==> src/rtl/byte_serial_logic_unit_pkg.sv <==
// Shared constants for the ALU logic blocks: logic op encodings and the
// state encoding of the byte-serial logic unit FSM.
package byte_serial_logic_unit_pkg;

    localparam logic [1:0] LOGIC_AND = 2'b00;
    localparam logic [1:0] LOGIC_OR  = 2'b01;
    localparam logic [1:0] LOGIC_XOR = 2'b10;
    localparam logic [1:0] LOGIC_NOR = 2'b11;

    typedef enum logic [1:0] {
        ST_IDLE = 2'b00,
        ST_RUN  = 2'b01,
        ST_DONE = 2'b10
    } state_e;

endpackage

==> src/rtl/byte_serial_logic_unit_slice.sv <==
// Combinational 8-bit logic slice built from gate primitives; the op select
// picks one of the four per-bit gate outputs.
module byte_logic_slice
    import byte_serial_logic_unit_pkg::*;
(
    input  logic [7:0] a,
    input  logic [7:0] b,
    input  logic [1:0] op,
    output logic [7:0] z
);

    logic [7:0] and_w;
    logic [7:0] or_w;
    logic [7:0] xor_w;
    logic [7:0] nor_w;

    for (genvar i = 0; i < 8; i++) begin : g_bit
        and g_and (and_w[i], a[i], b[i]);
        or  g_or  (or_w[i],  a[i], b[i]);
        xor g_xor (xor_w[i], a[i], b[i]);
        nor g_nor (nor_w[i], a[i], b[i]);
    end

    always_comb begin
        z = and_w;
        case (op)
            LOGIC_AND: z = and_w;
            LOGIC_OR:  z = or_w;
            LOGIC_XOR: z = xor_w;
            LOGIC_NOR: z = nor_w;
            default:   z = and_w;
        endcase
    end

endmodule

==> src/rtl/byte_serial_logic_unit.sv <==
// Multi-cycle bitwise logic unit: operands are latched on accept and one byte
// of the result is produced per cycle through a single shared 8-bit slice.
//
// state   | meaning
// IDLE    | in_ready=1, waiting for an operation
// RUN     | one result byte written per cycle, idx counts bytes
// DONE    | out_valid=1, result/zero held until out_ready
module byte_serial_logic_unit
    import byte_serial_logic_unit_pkg::*;
#(
    parameter  int WIDTH  = 32,
    localparam int NBYTES = WIDTH / 8
) (
    input  logic             clk,
    input  logic             rst,
    input  logic             in_valid,
    output logic             in_ready,
    input  logic [1:0]       op,
    input  logic [WIDTH-1:0] a,
    input  logic [WIDTH-1:0] b,
    output logic             out_valid,
    input  logic             out_ready,
    output logic [WIDTH-1:0] result,
    output logic             zero
);

    localparam int IDX_W = (NBYTES > 1) ? $clog2(NBYTES) : 1;

    if ((WIDTH % 8) != 0 || WIDTH < 8) begin : g_width_check
        $error("byte_serial_logic_unit: WIDTH must be a non-zero multiple of 8");
    end

    state_e             state_q, state_d;
    logic [IDX_W-1:0]   idx_q, idx_d;
    logic [WIDTH-1:0]   a_q, a_d;
    logic [WIDTH-1:0]   b_q, b_d;
    logic [1:0]         op_q, op_d;
    logic [WIDTH-1:0]   result_q, result_d;
    logic               zero_q, zero_d;
    logic               out_valid_q, out_valid_d;
    logic               in_ready_q, in_ready_d;

    logic [7:0]         slice_a;
    logic [7:0]         slice_b;
    logic [7:0]         slice_z;
    logic [WIDTH-1:0]   result_upd;

    assign slice_a = a_q[8*int'(idx_q) +: 8];
    assign slice_b = b_q[8*int'(idx_q) +: 8];

    byte_logic_slice u_slice (
        .a  (slice_a),
        .b  (slice_b),
        .op (op_q),
        .z  (slice_z)
    );

    always_comb begin
        result_upd = result_q;
        result_upd[8*int'(idx_q) +: 8] = slice_z;

        state_d     = state_q;
        idx_d       = idx_q;
        a_d         = a_q;
        b_d         = b_q;
        op_d        = op_q;
        result_d    = result_q;
        zero_d      = zero_q;
        out_valid_d = out_valid_q;

        case (state_q)
            ST_IDLE: begin
                if (in_valid && in_ready_q) begin
                    a_d      = a;
                    b_d      = b;
                    op_d     = op;
                    result_d = '0;
                    idx_d    = '0;
                    state_d  = ST_RUN;
                end
            end
            ST_RUN: begin
                result_d = result_upd;
                if (idx_q == IDX_W'(NBYTES - 1)) begin
                    // zero sees the full result including the byte being written now
                    idx_d       = '0;
                    zero_d      = (result_upd == '0);
                    out_valid_d = 1'b1;
                    state_d     = ST_DONE;
                end else begin
                    idx_d = idx_q + 1'b1;
                end
            end
            ST_DONE: begin
                if (out_ready) begin
                    out_valid_d = 1'b0;
                    state_d     = ST_IDLE;
                end
            end
            default: begin
                state_d     = ST_IDLE;
                out_valid_d = 1'b0;
            end
        endcase

        in_ready_d = (state_d == ST_IDLE);
    end

    always_ff @(posedge clk or posedge rst) begin
        if (rst) begin
            state_q     <= ST_IDLE;
            idx_q       <= '0;
            a_q         <= '0;
            b_q         <= '0;
            op_q        <= LOGIC_AND;
            result_q    <= '0;
            zero_q      <= 1'b0;
            out_valid_q <= 1'b0;
            in_ready_q  <= 1'b1;
        end else begin
            state_q     <= state_d;
            idx_q       <= idx_d;
            a_q         <= a_d;
            b_q         <= b_d;
            op_q        <= op_d;
            result_q    <= result_d;
            zero_q      <= zero_d;
            out_valid_q <= out_valid_d;
            in_ready_q  <= in_ready_d;
        end
    end

    assign in_ready  = in_ready_q;
    assign out_valid = out_valid_q;
    assign result    = result_q;
    assign zero      = zero_q;

endmodule

==> config.mk <==
export PLATFORM = sky130hd
export DESIGN_NAME = byte_serial_logic_unit
export DESIGN_NICKNAME = d
export VERILOG_FILES = /design/src/rtl/byte_serial_logic_unit_pkg.sv /design/src/rtl/byte_serial_logic_unit_slice.sv /design/src/rtl/byte_serial_logic_unit.sv
export SDC_FILE = /design/constraint.sdc
export NUM_CORES = 1
export LEC_CHECK = 0
export ABC_CLOCK_PERIOD_IN_PS = 4740
export CORE_MARGIN = 3
export CORE_UTILIZATION = 38
export DETAILED_ROUTE_END_ITERATION = 12
export SLEW_MARGIN = 15
export SYNTH_ARGS = -nofsm -noshare
export SYNTH_HDL_FRONTEND = slang
export SYNTH_HIERARCHICAL = 1
export SYNTH_SLANG_ARGS = --single-unit
==> constraint.sdc <==
create_clock -name clk -period 4.74 [get_ports clk]
set_clock_uncertainty 0.2 [all_clocks]
set_input_delay 0.948 -clock clk [delete_from_list [all_inputs] [get_ports clk]]
set_output_delay 0.948 -clock clk [all_outputs]
set_load 0.1 [all_outputs]
# [After elaboration in Yosys (flattened, before gate mapping)]
# Index checks and enable logic that the tools add are counted.
[word_totals] ramBits=0 elab_cells=81 in_bits=70 latchBits=0 memories=0 output_inout_bits=35 rom_bits=0 regBits=105
[op_classes] add_sub_neg=2 shift=4 eq_ne=9 div=0 n_bitwise=33 n_mux=14 reduce_logical=10 order_cmp=0 multipliers=0
[ops] operator="32-bit one-hot mux with 2 select lines" count=1
[ops] operator="32-bit by 6-bit indexed part select with 8-bit output" count=2
[ops] operator="5-bit negation with 33-bit output" count=1
[ops] operator="8-bit by 33-bit variable shift with 32-bit output, first input constant" count=1
[ops] operator="8-bit by 33-bit indexed part select with 32-bit output" count=1
[ops] operator="32-bit bitwise mux" count=1
[ops] operator="32-bit logical NOT" count=1
[ops] operator="32-bit 2-to-1 mux" count=1
[ops] operator="8-bit one-hot mux with 4 select lines" count=1
[ops] operator="2-bit 2-to-1 mux" count=5
[ops] operator="1-bit NOT" count=9
[ops] operator="1-bit AND" count=8
[ops] operator="2-bit == test, second input constant" count=4
[ops] operator="1-bit bitwise OR" count=8
[ops] operator="1-bit XOR" count=8
[ops] operator="2-bit logical NOT" count=3
[ops] operator="2-bit != test, second input constant" count=3
[ops] operator="2-bit one-hot mux with 3 select lines" count=1
[ops] operator="2-bit AND reduction" count=3
[ops] operator="2-bit by 1-bit == test with 1-bit output, second input constant" count=2
[ops] operator="2-bit one-hot mux with 2 select lines" count=1
[ops] operator="1-bit one-hot mux with 3 select lines" count=1
[ops] operator="3-bit AND reduction" count=1
[ops] operator="2-bit by 1-bit adder with 2-bit output, second input constant" count=1
[ops] operator="other kinds (3)" count=4

# [Longest topological paths before layout]
[logic_depth] word_depth=7 depth_mapped=12 depth_no_buf=10

# [Cells and area by module]
# The synthesis kept the hierarchy.
[by_module_without_submodules] module="byte_serial_logic_unit" seq_area_each_um2=2628.8 cells_each=324 instances=1 area_per_inst_um2=4614.4
[by_module_without_submodules] module="byte_logic_slice" seq_area_each_um2=0.0 cells_each=59 instances=1 area_per_inst_um2=526.8

# [Worst setup path before layout]
# No wires, ideal clock.
[synth_timing] path_kind="reg-to-reg" startpoint="register idx_q[0]" endpoint="register zero_q, in the netlist zero" path_stages_with_launch=13 n_path_buf=2 t_arrival_ns=3.505 t_required_ns=4.470 slack_ns=0.965 path_cell_list="dfrtp_1 > buf_1 > buf_2 > mux4_2 > inv_1 > ha_1 > mux2i_1 > mux2i_1 > nand3b_1 > nor2_1 > or4_1 > nor4_1 > a32o_2"
[synth_between] elab_chain_cells=7
[synth_lines] item="start, declared" line="byte_serial_logic_unit.sv:34" source="logic [IDX_W-1:0] idx_q, idx_d;"
[synth_lines] item="start signal, assigned" line="byte_serial_logic_unit.sv:122" source="idx_q <= idx_d;"
[synth_lines] item="32-bit by 6-bit indexed part select with 8-bit output (*)" line="byte_serial_logic_unit.sv:48" source="assign slice_a = a_q[8*int'(idx_q) +: 8];"
[synth_lines] item="named net slice_a[3]" line="byte_serial_logic_unit.sv:43" source="logic [7:0] slice_a;"
[synth_lines] item="1-bit bitwise OR" line="byte_serial_logic_unit_slice.sv:19, byte_serial_logic_unit_slice.sv:21"
[synth_lines] item="1-bit NOT" line="byte_serial_logic_unit_slice.sv:21" source="nor g_nor (nor_w[i], a[i], b[i]);"
[synth_lines] item="8-bit one-hot mux with 4 select lines (*)" line="byte_serial_logic_unit_slice.sv:26" source="case (op)"
[synth_lines] item="named net slice_z[3]" line="byte_serial_logic_unit.sv:45" source="logic [7:0] slice_z;"
[synth_lines] item="8-bit by 33-bit indexed part select with 32-bit output (*)" line="byte_serial_logic_unit.sv:60" source="result_upd[8*int'(idx_q) +: 8] = slice_z;"
[synth_lines] item="32-bit bitwise mux (*)" line="byte_serial_logic_unit.sv:60"
[synth_lines] item="32-bit logical NOT (*)" line="byte_serial_logic_unit.sv:87" source="zero_d = (result_upd == '0);"
[synth_lines] item="end signal, assigned" line="byte_serial_logic_unit.sv:127" source="zero_q <= zero_d;"
[synth_lines] item="end, declared" line="byte_serial_logic_unit.sv:39" source="logic zero_q, zero_d;"
# Mark *: on every way through the listed nets, which the timed path passes. The rest lies on a longest branch.
# A chain may end at the register's enable or synchronous reset.

# [Worst setup path after layout]
# Ends and elaborated chain as after synthesis.

==> results.tsv <==
stage	metric	value	unit
clocking	numCtsBuffers	9	
worst_setup_path	max_stage_delay	890	ps
floorplanning	ioPinCount	105	
logic_synthesis	ys_seq_area_frac	0.511	
logic_synthesis	synthTopCellsByArea	dfrtp_1, mux2_2, mux4_2	
logic_synthesis	syn_inst	383	
worst_setup_path	cp_top_family	simple AND/OR/NAND/NOR gates	
sta	hold_violations	0	
power	power.leakage	2.87	nW
status	outcome	finished, final reports clean	
logic_synthesis	synth-simple-area-share	0.0557	
sta	fin_tns_setup	0	ps
routing	route.detailed.drc	0	
worst_setup_path	crit_start	idx_q[0]	
logic_synthesis	synth_compound_area_frac	0.0859	
clocking	htree_levels	3	
worst_setup_path	reg2regPathDepth	10	
power	power.density	795	mW/mm²
sta	period_share	0.822	
placement	placed_area	0.00636	mm²
floorplanning	num_rows	41	
global_route	grt_max_degree	91	
clocking	cts_resized	0	
finish	nets	578	
logic_synthesis	yosys.area.top_type	dfrtp_1	
worst_setup_path	r2r-end	zero	
placement	place_ws	773	ps
worst_setup_path	end_kind	flop	
sta	slew_headroom	0.337	
worst_setup_path	crit_required	4820	ps
global_route	grt_pass1_vias	3628	
clocking	root_buffer	clkbuf_16	
placement	hpwl	8810	µm
routing	drt_wl_total	11900	µm
routing	drt-initial-drc-count	184	
placement	place.gp.congestion	0.898	
global_route	grtUsageTotal	0.168	
job	max_cap_violations	0	
clocking	clock_latency	350	ps
sta	rsz0062_at_grt	false	
sta	period_minus_slack	3900	ps
logic_synthesis	synth_top_family_by_area	multiplexers	
routing	routedWlPerCell	18.0	µm
placement	place.port_buffers	104	
sta	setup_viol	0	
routing	firstDrtPassIters	4	
global_route	grt-ovfl-total	0	
floorplanning	start_util	0.398	
power	ir_worst_vdd	0.318	mV
finish	drive_above_1_share	0.211	
worst_setup_path	path_max_fanout	14	
clocking	post_cts_buffers	0	
clocking	clk_pin_slew	60	ps
logic_synthesis	async_flop_share	1.00	
routing	ant_nets	0	
clocking	cts_max_path_buffers	2	
floorplanning	die_area	0.0150	mm²
logic_synthesis	synthAdderAreaFrac	0.0535	
worst_setup_path	r2r-start	idx_q[0]	
worst_setup_path	path_common_cell	mux2i_1	
worst_hold_path	hp-start	a_q[22]	
worst_hold_path	min_path_type	reg2reg	
logic_synthesis	muxShareOfSynthArea	0.248	
sta	fin_ws	844	ps
floorplanning	coreArea	0.0129	mm²
global_route	antenna_found_initial	0	
finish	fin_area	0.00662	mm²
logic_synthesis	synth_edf_count	0	
floorplanning	fp.dieW	122	µm
floorplanning	die_height	122	µm
logic_synthesis	yosys_most_used_dff	dfrtp_1	
worst_setup_path	start_kind	flop	
routing	vias_per_cell	5.34	
logic_synthesis	syn_area_per_cell	13.4	µm²
routing	vias	3527	
worst_setup_path	critPathBufInv	1	
worst_setup_path	r2r_slack	840	ps
logic_synthesis	yosysWarnings	6	
logic_synthesis	ys_ff_latch	105	
sta	slew_violations	0	
logic_synthesis	yosysTopAreaCellShare	0.506	
sta	tightest_slew	991	ps
finish	final_util	0.512	
logic_synthesis	yosys.area_share.xor_xnor	0.0136	
worst_setup_path	cp_slowest_cell	dfrtp_1	
logic_synthesis	netlist-cell-type-count	44	
finish	antennaDiodeCount	0	
worst_hold_path	worstHoldPathCells	1	
worst_setup_path	crit_arrival	3980	ps
logic_synthesis	synth_nets	475	
worst_hold_path	hold_end	a_q[22]	
logic_synthesis	synth_area	0.00514	mm²
clocking	clock_sinks	105	
finish	synthToLayoutAreaGrowth	28.7	%
worst_setup_path	setup.worst_path.class	reg2reg	
clocking	cts_tree	done	
worst_setup_path	worstPathCellList	mux4_2 > inv_1 > ha_1 > mux2i_1 > mux2i_1 > nand3b_1 > nor2_1 > or4_1 > nor4_1 > a32o_2	
sta	fmax	0.257	GHz
global_route	grt_pass1_wl	19100	µm
clocking	hold_buffers	0	
[cells in the final DEF, fill, tap and decap left out, drive strengths merged, types with 2 or more instances in the layout]
master	Yosys	routed
dfrtp	104	104
clkdlybuf4s50	0	104
mux2	66	66
a22o	28	28
ha	22	22
inv	20	20
mux2i	17	17
mux4	16	16
nand2	13	13
nor2	13	13
clkbuf	10	10
a21oi	8	8
xor2	8	8
nor2b	6	6
nor4	5	5
nor3	5	5
buf	7	5
or4	4	4
nand3	3	3
o21ai	3	3
a32o	3	3
o31ai	2	2
nand3b	2	2
o22ai	2	2
clkinv	0	2
[through the flow]
step	total power, mW	instances	hold slack, ps
floorplan	3.85	383	275
global placement	4.57	647	285
detailed placement	4.65	647	291
CTS	5.32	660	306
global route	5.64	660	320
finish	5.26	660	304
[cell type report]
| class | instances | area (µm²) |
|---|---|---|
| Fill cell | 1167 | 6310 |
| Clock buffer | 10 | 229 |
| Tap cell | 172 | 215 |
| Clock inverter | 3 | 21.3 |
| Sequential cell | 105 | 2630 |
| Timing Repair Buffer | 109 | 1090 |
| Multi-Input combinational cell | 241 | 2350 |
| Inverter | 20 | 80.1 |
[state kept, by name, indices dropped and copies added (netlist names)]
register,flops
result,32
b_q,32
idx_q,2
in_ready,1
a_q,32
op_q,2
out_valid,1
state_q,2
zero,1
[where the power goes]
part	leakage, nW	switching (mW)	internal, mW
Clock	0.120	0.313	0.347
Combinational	1.44	1.77	1.20
Sequential	1.31	0.344	1.29
[logic make-up (layout without fill, tap and decap cells)]
group,after synthesis,after routing
flops,105,105
fa+ha+maj,22,22
buf+inv,37,142
simple gates,56,56
mux,99,99
xor+xnor,8,8
compound gates,56,56
[worst max path at each step]
| stage | to | slack [ps] | depth (start not counted) |
|---|---|---|---|
| final | zero | 840 | 10 |
| after global routing | zero | 510 | 10 |
| after CTS | zero | 740 | 10 |
| after detailed placement | zero | 770 | 10 |
| after global placement | zero | 830 | 10 |
| after floorplan | a_q[0] | 830 | 1 |
[per-layer routing]
metal  wire length (µm)  global-route usage
met4                110              0.0413
met1               5100               0.216
met5                  0                   0
met3                716              0.0521
met2               5960               0.277
[synth_stat cells (6+ instances only)]
master / n
ha_1: 22
mux4_2: 16
nand2_1: 13
inv_1: 20
mux2_2: 66
a22o_1: 28
nor2b_1: 6
mux2i_1: 17
xor2_1: 8
a21oi_1: 8
nor2_1: 13
clkbuf_1: 9
dfrtp_1: 104
[worst register-to-register path: stages (launching register included)]
cell      delay [ps]
dfrtp_1          890
mux4_2           650
inv_1             90
ha_1             220
mux2i_1          140
mux2i_1          240
nand3b_1         250
nor2_1            60
or4_1            570
nor4_1           320
a32o_2           210
Note: power is estimated with default switching activity, not from simulation.
